===== src/rtl/elastic_pipe_pkg.sv =====
// rtl/elastic_pipe_pkg.sv - shared defaults and sizing helper for the elastic pipe register
package elastic_pipe_pkg;

  localparam int DEFAULT_WIDTH = 4;
  localparam int DEFAULT_DEPTH = 3;

  function automatic int occ_width(input int depth);
    return $clog2(depth + 1);
  endfunction

endpackage


===== src/rtl/elastic_pipe_stage.sv =====
// rtl/elastic_pipe_stage.sv - one valid/data slot of the elastic pipe with its local ready
module elastic_pipe_stage
  import elastic_pipe_pkg::*;
#(
  parameter int WIDTH = DEFAULT_WIDTH
) (
  input  logic             clk,
  input  logic             reset,
  input  logic             flush,
  input  logic             vin,
  input  logic [WIDTH-1:0] din,
  input  logic             rdy_next,
  output logic             v,
  output logic [WIDTH-1:0] d,
  output logic             rdy
);

  logic             v_q;
  logic             v_d;
  logic [WIDTH-1:0] d_q;
  logic [WIDTH-1:0] d_d;

  assign rdy = !v_q | rdy_next;
  assign v   = v_q;
  assign d   = d_q;

  // Flush only clears valid; data is left alone, as it is whenever no word arrives.
  always_comb begin
    v_d = v_q;
    d_d = d_q;
    if (flush) begin
      v_d = 1'b0;
    end else if (rdy) begin
      v_d = vin;
      if (vin) begin
        d_d = din;
      end
    end
  end

  always_ff @(posedge clk or negedge reset) begin
    if (!reset) begin
      v_q <= 1'b0;
      d_q <= '0;
    end else begin
      v_q <= v_d;
      d_q <= d_d;
    end
  end

endmodule


===== src/rtl/elastic_pipe_reg.sv =====
// rtl/elastic_pipe_reg.sv - DEPTH-stage valid/ready pipeline register; PIPE_OCCUPANCY_EN adds the occupancy port
module elastic_pipe_reg
  import elastic_pipe_pkg::*;
#(
  parameter int WIDTH = DEFAULT_WIDTH,
  parameter int DEPTH = DEFAULT_DEPTH
) (
  input  logic                          clk,
  input  logic                          reset,
  input  logic                          flush,
  input  logic                          in_valid,
  output logic                          in_ready,
  input  logic [WIDTH-1:0]              in_data,
  output logic                          out_valid,
  input  logic                          out_ready,
  output logic [WIDTH-1:0]              out_data
`ifdef PIPE_OCCUPANCY_EN
  ,
  output logic [occ_width(DEPTH)-1:0]   occupancy
`endif
);

  if (DEPTH < 1) begin : g_depth_check
    $fatal(1, "elastic_pipe_reg: DEPTH must be at least 1");
  end

  logic [DEPTH-1:0] vld;
  logic [DEPTH-1:0] vin;
  logic [DEPTH-1:0] rdy_nxt;
  logic [DEPTH-1:0] stg_rdy;
  logic [WIDTH-1:0] din [DEPTH];
  logic [WIDTH-1:0] dat [DEPTH];
  logic             r_acc;
  logic             unused_rdy;

  // Ready seen by each stage from downstream, built from the valids alone so the
  // ready path has no self-referencing net.
  always_comb begin
    r_acc   = out_ready;
    rdy_nxt = '0;
    for (int k = DEPTH - 1; k >= 0; k--) begin
      rdy_nxt[k] = r_acc;
      r_acc      = r_acc | ~vld[k];
    end
  end

  for (genvar k = 0; k < DEPTH; k++) begin : g_stage
    if (k == 0) begin : g_head
      assign vin[k] = in_valid;
      assign din[k] = in_data;
    end else begin : g_body
      assign vin[k] = vld[k-1];
      assign din[k] = dat[k-1];
    end

    elastic_pipe_stage #(
      .WIDTH(WIDTH)
    ) u_stage (
      .clk      (clk),
      .reset    (reset),
      .flush    (flush),
      .vin      (vin[k]),
      .din      (din[k]),
      .rdy_next (rdy_nxt[k]),
      .v        (vld[k]),
      .d        (dat[k]),
      .rdy      (stg_rdy[k])
    );
  end

  assign in_ready   = stg_rdy[0] & !flush;
  assign out_valid  = vld[DEPTH-1];
  assign out_data   = dat[DEPTH-1];
  assign unused_rdy = ^stg_rdy;

`ifdef PIPE_OCCUPANCY_EN
  localparam int OCC_W = occ_width(DEPTH);
  logic [OCC_W-1:0] occ;

  always_comb begin
    occ = '0;
    for (int k = 0; k < DEPTH; k++) begin
      occ = occ + OCC_W'(vld[k]);
    end
  end

  assign occupancy = occ;
`endif

endmodule


===== config.mk =====
export PLATFORM = sky130hd
export DESIGN_NAME = elastic_pipe_reg
export DESIGN_NICKNAME = d
export VERILOG_FILES = /design/src/rtl/elastic_pipe_pkg.sv /design/src/rtl/elastic_pipe_stage.sv /design/src/rtl/elastic_pipe_reg.sv
export SDC_FILE = /design/constraint.sdc
export NUM_CORES = 1
export LEC_CHECK = 0
export CORE_AREA = 5 5 46 48
export CTS_CLUSTER_DIAMETER = 150
export CTS_CLUSTER_SIZE = 10
export DETAILED_ROUTE_END_ITERATION = 10
export DIE_AREA = 0 0 51 53
export GPL_ROUTABILITY_DRIVEN = 0
export PLACE_DENSITY = 0.75
export SLEW_MARGIN = 25
export SYNTH_ARGS = -nofsm -noshare
export SYNTH_HDL_FRONTEND = slang
export SYNTH_SLANG_ARGS = --single-unit
export TNS_END_PERCENT = 5

===== constraint.sdc =====
create_clock -name clk -period 1.3 [get_ports clk]
set_input_delay 0.13 -clock clk [delete_from_list [all_inputs] [get_ports clk]]
set_output_delay 0.13 -clock clk [all_outputs]
set_load 0.05 [all_outputs]

### Word level (Yosys, flattened, before mapping)

Index checks and enable logic that the tools add are counted.

| word-level totals | value |
|---|---|
| word-level logic and storage cells | 31 |
| register bits | 15 |
| input bits | 9 |
| output and inout port bits | 6 |

| operators by class | value |
|---|---|
| reduce and logical (&&, ||, !) cells | 10 |
| mux-type cells | 6 |
| bitwise logic cells | 9 |

Operators with widths:

| operator | count |
|---|---|
| $reduce_and A3 Y1 | 3 |
| $mux W1 | 6 |
| $reduce_bool A2 Y1 | 3 |
| $or A1 B1 Y1 | 5 |
| $logic_not A1 Y1 | 4 |
| $not A1 Y1 | 3 |
| $and A1 B1 Y1 | 1 |

### Longest topological paths before layout

Gate-level depths: netlist of run 1.

| logic depth | value |
|---|---|
| word-level depth | 6 |
| mapped depth | 4 |
| mapped depth without buffers | 3 |

### By module

Synthesis of run 1 repeated with hierarchy kept, for this count alone.

| second synthesis, totals | value |
|---|---|
| cell total of the unflattened synthesis | 45 |
| area, all modules | 664.4 um2 |

By module, submodules not included:

| module | area an instance (um2) | seq. area each (um2) | instances | cells each |
|---|---|---|---|---|
| elastic_pipe_stage | 214.0 | 125.1 | 3 | 14 |
| elastic_pipe_reg | 22.5 | 0.0 | 1 | 3 |

### Worst setup path after synthesis of run 1

OpenSTA, ideal clock, no wires.

| path | value |
|---|---|
| path type | register to output |
| from | reg g_stage[2].u_stage.v_q |
| to | out in_ready |
| data arrival time | 1.699 ns |
| path slack | -0.529 ns |
| path buffers | 1 |
| required time | 1.170 ns |
| stages on the path, launching flop included | 4 |
| path through | dfrtp_1 -> nor2b_4 -> buf_6 -> a31oi_1 |

| between the ends | value |
|---|---|
| longest elaborated chain between the ends | 5 |

Ends and longest elaborated chain:

| element | line | text |
|---|---|---|
| from (decl) | elastic_pipe_stage.sv:18 | `logic v_q;` |
| from (signal assigned) | elastic_pipe_stage.sv:46 | `v_q <= v_d;` |
| $not A1 Y1 | elastic_pipe_reg.sv:43 | `r_acc = r_acc \| ~vld[k];` |
| $or A1 B1 Y1 (2 in a row) | elastic_pipe_reg.sv:43 |  |
| $or A1 B1 Y1 | elastic_pipe_stage.sv:23 | `assign rdy = !v_q \| rdy_next;` |
| $and A1 B1 Y1 | elastic_pipe_reg.sv:71 | `assign in_ready = stg_rdy[0] & !flush;` |
| to (decl) | elastic_pipe_reg.sv:12 | `output logic in_ready,` |

No other way between the ends.

### Worst setup path after layout of run 1

Ends and elaborated chain as after synthesis.

==> PnR_summary.wiki, run 1 <==
{| class="wikitable"
! Metric !! Value
|-
| Width of the die || 51 microns
|-
| Setup Crit Path Kind || reg2out
|-
| Area of the mapped netlist || 662 sq um
|-
| Time the final worst path needs with I/O delays and setup || 1.38 ns
|-
| Final Worst Setup Slack || -0.0809 ns
|-
| Maximum fanout encountered on the critical timing path || 4
|-
| Unrepaired setup endpoints after global routing || true
|-
| Initial DRC count || 5
|-
| Leakage dissipation || 0.000451 uW
|-
| Area overhead of the layout relative to synthesis || 46.3%
|-
| Met1 capacity usage during global routing || 11.5%
|-
| Residual antenna-violating net count after detailed routing || 0
|-
| Total clock sinks || 15
|-
| Num CTS Buffers || 3
|-
| Vias in the first global route || 404
|-
| CORE AREA || 0.00167 sq mm
|-
| Share of cells above drive strength 1 || 53.7%
|-
| Antenna Cells || 0
|-
| Site row count || 15
|-
| Reg clk slew, reported paths || 0.09 ns
|-
| Overflow left after global routing || 0
|-
| Power per Cell Area || 1630 mW/mm^2
|-
| # H-tree levels || 1
|-
| Result of the run || finished with violations
|-
| Final layout net count || 77
|-
| Count of buffers inserted at the top-level ports || 14
|-
| Max cap viols || 0
|-
| Hold violation total from the final report || 0
|-
| Fin cells || 84
|-
| Final Skew || 0.00500 ns
|-
| VDD IR max || 0.705 mV
|-
| Share of the core filled with cells || 58.0%
|-
| Routing usage on met3 || 5.63%
|-
| Cell count after placement || 79
|-
| Crit path launch type || flip-flop
|-
| Die Footprint || 0.00270 sq mm
|-
| Synthesized area per cell || 14.7 sq um
|-
| Number of synthesized register bits || 15
|-
| Required time worst endpoint || 1.17 ns
|-
| Vertical extent of the die || 53 microns
|-
| Starting density of the core || 39.6%
|-
| Wire length of the first global-routing pass || 1860 microns
|-
| Detailed placement HPWL || 884 microns
|-
| Global-route total usage across every layer || 10.2%
|-
| Count of mapped cells out of synthesis || 45
|-
| Root buffer cell || sky130_fd_sc_hd__clkbuf_4
|-
| YS warnings || 0
|-
| Worst slew margin relative to its limit || 85.2%
|-
| Maximum achievable frequency || 0.724 GHz
|-
| Via count || 421
|-
| Drt pass-1 iters || 2
|-
| Kind of end point of the critical path || primary output
|-
| I/O pin count || 15
|-
| Final routed wirelength across all metal layers || 1110 microns
|-
| Post-Route Setup TNS || -0.137 ns
|-
| Count of distinct cell types in the synthesized netlist || 13
|-
| Ratio of routed vias to standard cells || 5.01
|-
| TritonCTS clock tree || built
|-
| Global routing met2 resource utilization || 14.2%
|-
| Worst min path class || in2async
|-
| Slew at the pin closest to its max-slew limit || 0.221 ns
|-
| Overall Power || 1580 uW
|-
| Sequential cell area fraction in the yosys report || 56.7%
|-
| Grt peak-use layer || met2
|-
| Drt drc || 0
|-
| Number of antenna violations at the first check in global routing || 0
|-
| Maximum buffer depth of the clock tree || 2
|-
| Latest clock arrival within the worst-skew pair || 0.28 ns
|-
| Arrival time reported for the critical path endpoint || 1.25 ns
|-
| WL/cell || 13.3 microns
|-
| Ratio of final minimum period to clock period || 106%
|-
| Maximum number of pins on one net before global-route repair || 16
|-
| Number of pins with negative max-slew slack in the final report || 0
|-
| Violations in the final reports || negative setup slack
|-
| Number of failing setup endpoints in the final timing report || 5
|-
| Post-Synthesis Net Count || 54
|}
[cell families (layout without fill, tap and decap cells)]
logic type / after synthesis / in the layout / synth area share, %
flops: 15 / 15 / 56.7
buf+inv: 7 / 29 / 7.37
compound gates: 5 / 5 / 6.99
simple gates: 6 / 6 / 6.24
mux: 12 / 12 / 22.7
[cells in the mapped netlist]
| cell | n | area (sq um) |
|---|---|---|
| sky130_fd_sc_hd__buf_4 | 4 | 30.0 |
| sky130_fd_sc_hd__mux2_2 | 8 | 90.1 |
| sky130_fd_sc_hd__nor3b_2 | 1 | 12.5 |
| sky130_fd_sc_hd__a21oi_1 | 1 | 5.00 |
| sky130_fd_sc_hd__buf_6 | 1 | 11.3 |
| sky130_fd_sc_hd__mux2_4 | 4 | 60.1 |
| sky130_fd_sc_hd__inv_1 | 2 | 7.51 |
| sky130_fd_sc_hd__a311o_4 | 1 | 20.0 |
| sky130_fd_sc_hd__a211o_1 | 1 | 8.76 |
| sky130_fd_sc_hd__a31oi_1 | 2 | 12.5 |
| sky130_fd_sc_hd__nor2b_4 | 1 | 13.8 |
| sky130_fd_sc_hd__nor2_1 | 4 | 15.0 |
| sky130_fd_sc_hd__dfrtp_1 | 15 | 375 |
[metrics by stage]
step                worst slack, ns  instance area (sq um)  hold WS [ns]
floorplan                    -0.238                    669        -0.166
global placement             -0.197                    910         0.460
detailed placement           -0.217                    910         0.465
CTS                         -0.0968                    957         0.155
global route                 -0.143                    968         0.164
finish                      -0.0809                    968         0.154
[final cells by class]
class,instances,area [sq um]
Fill cell,126,702
Sequential cell,15,377
Timing Repair Buffer,23,272
Multi-Input combinational cell,23,264
Clock buffer,3,22.5
Tap cell,17,21.3
Inverter,2,7.51
Clock inverter,1,5.00
[layer usage]
metal  part of all wire, %  wire length (microns)  up-vias
met5                     0                      0        -
met4                   3.1                     35        0
met3                   6.1                     68        4
met1                    41                    455      206
met2                    50                    554       12
li1                      -                      -      199
[worst max-delay path: stages (launching register included)]
cell	delay, ns
sky130_fd_sc_hd__dfrtp_2	0.41
sky130_fd_sc_hd__nor2b_4	0.14
sky130_fd_sc_hd__buf_6	0.12
sky130_fd_sc_hd__a31oi_4	0.14
sky130_fd_sc_hd__buf_12	0.15
[worst paths after layout]
| path | start | endpoint | slack, ns | cells after the start |
|---|---|---|---|---|
| min in group clk | in_data[3] | g_stage[0].u_stage.d[3] | 0.45 | 2 |
| worst min-delay path | reset | g_stage[2].u_stage.d[0] | 0.15 | 2 |
| max in group asynchronous | reset | g_stage[2].u_stage.v | 0.96 | 2 |
| worst max-delay path | g_stage[2].u_stage.v | in_ready | -0.08 | 4 |
| worst max register to register | g_stage[2].u_stage.v | g_stage[0].u_stage.d[2] | -0.02 | 3 |
| worst min register to register | g_stage[1].u_stage.d[2] | g_stage[2].u_stage.d[2] | 0.52 | 1 |
[registers in the layout, summed over array words and instances, names as in the netlist]
signal	flops
g_stage.u_stage.v	3
g_stage.u_stage.d	12
[cell usage in the layout (no fill, tap or decap), drive strengths merged]
cell type and n:
a211o 1, a21oi 1, a311o 1, a31oi 2, buf 15, clkbuf 3
clkdlybuf4s50 8, clkinv 1, dfrtp 15, inv 2, mux2 12, nor2 4
nor2b 1, nor3b 1
[timing repair]
item                                   4_1_cts  5_1_grt
hold buffers                                 0        0
endpoints found under the hold margin        0        0
setup endpoints to repair                   10       12
buffers inserted                             1        0
gates resized for setup                      2        3
pin swaps                                    2        0
[where the power goes]
| group | internal [uW] | switching (uW) |
|---|---|---|
| clock | 114 | 147 |
| sequential | 577 | 91.2 |
| combinational | 367 | 285 |
Note: power is estimated with default switching activity, not from simulation.
==> inputs of run 2 (changes only) <==
--- a/config.mk
+++ b/config.mk
@@ -11,7 +11,7 @@
 export DETAILED_ROUTE_END_ITERATION = 10
 export DIE_AREA = 0 0 51 53
 export GPL_ROUTABILITY_DRIVEN = 0
-export PLACE_DENSITY = 0.75
+export PLACE_DENSITY = 0.69
 export SLEW_MARGIN = 25
 export SYNTH_ARGS = -nofsm -noshare
 export SYNTH_HDL_FRONTEND = slang
==> PnR_summary.wiki, run 2 (synthesis gave the netlist of run 1 again) <==
{| class="wikitable"
! Metric !! Value
|-
| Maximum fanout encountered on the critical timing path || 4 (unchanged)
|-
| Max reg flops || 12 (unchanged)
|-
| Site row count || 15 (unchanged)
|-
| Power per Cell Area || 1620 mW/mm^2 (-0.81%)
|-
| Share of cells above drive strength 1 || 51.5% (-2.2 points)
|-
| CORE AREA || 0.00167 sq mm (unchanged)
|-
| Initial DRC count || 0 (-5)
|-
| Ratio of routed vias to standard cells || 4.70 (-6.2%)
|-
| Final layout net count || 76 (-1.3%)
|-
| TritonCTS clock tree || built
|-
| Max cap viols || 0 (unchanged)
|-
| Worst slew margin relative to its limit || 75.4% (-9.8 points)
|-
| Maximum buffer depth of the clock tree || 2 (unchanged)
|-
| Width of the die || 51 microns (unchanged)
|-
| Via count || 390 (-7.4%)
|-
| Num CTS Buffers || 3 (unchanged)
|-
| Residual antenna-violating net count after detailed routing || 0 (unchanged)
|-
| Area overhead of the layout relative to synthesis || 45.0%
|-
| Post-Route Setup TNS || -0.133 ns (+0.00420 ns)
|-
| Unrepaired setup endpoints after global routing || true
|-
| Total clock sinks || 15 (unchanged)
|-
| Crit path launch type || flip-flop
|-
| Drt drc || 0 (unchanged)
|-
| Total of hold buffers inserted after clock tree synthesis || 0 (unchanged)
|-
| Final Worst Setup Slack || -0.0701 ns (+0.0108 ns)
|-
| Slew at the pin closest to its max-slew limit || 0.368 ns (+0.147 ns)
|-
| Final routed wirelength across all metal layers || 997 microns (-11%)
|-
| Antenna Cells || 0 (unchanged)
|-
| Post-placement setup slack || -0.250 ns (-0.0327 ns)
|-
| Violations in the final reports || negative setup slack
|-
| Worst min path class || in2async
|-
| Number of pins with negative max-slew slack in the final report || 0 (unchanged)
|-
| Overflow left after global routing || 0 (unchanged)
|-
| # H-tree levels || 1 (unchanged)
|-
| Latest clock arrival within the worst-skew pair || 0.27 ns (about the same)
|-
| Area used by multi-input combinational logic || 264 sq um (unchanged)
|-
| Arrival time reported for the critical path endpoint || 1.24 ns (about the same)
|-
| Number of failing setup endpoints in the final timing report || 7 (+2)
|-
| Required time worst endpoint || 1.17 ns (about the same)
|-
| Kind of end point of the critical path || primary output
|-
| Reg clk slew, reported paths || 0.08 ns (about the same)
|-
| Drt pass-1 iters || 1 (-1)
|-
| Setup Crit Path Kind || reg2out
|-
| Fin area || 960 sq um (-0.90%)
|-
| Worst r2r src || g_stage[2].u_stage.v
|-
| VDD IR max || 0.674 mV (-4.4%)
|-
| Commonest non-fill, non-tap cells in the layout || 14 x sky130_fd_sc_hd__dfrtp_1, 8 x sky130_fd_sc_hd__clkdlybuf4s50_1, 7 x sky130_fd_sc_hd__mux2_4, 7 x sky130_fd_sc_hd__buf_4, 6 x sky130_fd_sc_hd__buf_12
|-
| Vertical extent of the die || 53 microns (unchanged)
|-
| Cell area after placement || 895 sq um (-1.7%)
|-
| WL/cell || 12.0 microns (-9.4%)
|-
| Hold violation total from the final report || 0 (unchanged)
|-
| Detailed placement HPWL || 770 microns (-13%)
|-
| Maximum achievable frequency || 0.730 GHz (+0.79%)
|-
| Number of antenna violations at the first check in global routing || 0 (unchanged)
|-
| Wire length of the first global-routing pass || 1780 microns (-4.5%)
|-
| Ratio of final minimum period to clock period || 105% (-0.83 points)
|-
| Time the final worst path needs with I/O delays and setup || 1.37 ns (-0.0108 ns)
|-
| Root buffer cell || sky130_fd_sc_hd__clkbuf_4
|-
| Count of buffers inserted at the top-level ports || 14 (unchanged)
|-
| Global-route total usage across every layer || 9.31% (-0.93 points)
|-
| Maximum number of pins on one net before global-route repair || 16 (unchanged)
|-
| FILL cells || 138 (+9.5%)
|-
| Sequential Area || 377 sq um (unchanged)
|-
| Launching element of the worst setup path || g_stage[2].u_stage.v
|-
| Die Footprint || 0.00270 sq mm (unchanged)
|-
| Leading cell type in the layout, fill and taps excluded || sky130_fd_sc_hd__dfrtp_1
|-
| Result of the run || finished with violations
|-
| Starting density of the core || 39.6% (unchanged)
|-
| Leakage dissipation || 0.000444 uW (-1.6%)
|-
| Vias in the first global route || 396 (-2.0%)
|-
| Final Skew || 0.00515 ns (+0.000147 ns)
|-
| I/O pin count || 15 (unchanged)
|}
[run 2: area by class of cell]
type / instances / area share (%)
clock buffer: 4 / 2.74
multi-input combinational: 23 / 27.5
sequential: 15 / 39.2
inverter: 2 / 0.782
timing repair buffer: 22 / 27.5
tap: 17 / 2.22
[run 2: timing repair]
item | 4_1_cts | 5_1_grt
hold endpoints to repair | 0 | 0
pin swaps | 1 | 0
setup buffers | 1 | 1
gates resized for setup | 2 | 3
gates cloned | 0 | 0
setup endpoints to repair | 9 | 13
[run 2: per-stage QoR]
step,power [uW],utilization [%],cells,hold slack [ns]
floorplan,1040,-,45,-0.166
global placement,1280,53.6,77,0.461
detailed placement,1290,53.6,77,0.465
CTS,1550,56.3,82,0.162
global route,1630,57.5,83,0.178
finish,1550,57.5,83,0.158
[run 2: worst paths after layout]
| path | end | slack, ns | cells past startpoint |
|---|---|---|---|
| max reg2reg | g_stage[2].u_stage.d[3] | -0.02 | 4 |
| min | g_stage[2].u_stage.v | 0.16 | 2 |
| max | in_ready | -0.07 | 4 |
| min reg2reg | g_stage[2].u_stage.d[0] | 0.51 | 1 |
| min in group clk | g_stage[0].u_stage.d[1] | 0.47 | 2 |
| max in group asynchronous | g_stage[2].u_stage.v | 0.96 | 2 |
[run 2: layer usage]
metal / up-vias / GRT usage [%] / wire (microns)
met5: - / 0 / 0
met4: 0 / 8.07 / 39
met3: 4 / 1.69 / 45
met2: 12 / 14.8 / 463
met1: 178 / 10.7 / 448
li1: 196 / - / -
[run 2: power breakdown]
part	internal [uW]	switching (uW)	leakage (uW)
clock network	119	131	0.0000150
registers	577	83.4	0.000182
logic	365	280	0.000247
[run 2: worst max-delay path, stage by stage (launching register included)]
cell and delay [ns]:
sky130_fd_sc_hd__dfrtp_2 0.40, sky130_fd_sc_hd__nor2b_4 0.14, sky130_fd_sc_hd__buf_6 0.12, sky130_fd_sc_hd__a31oi_4 0.14
sky130_fd_sc_hd__buf_12 0.16
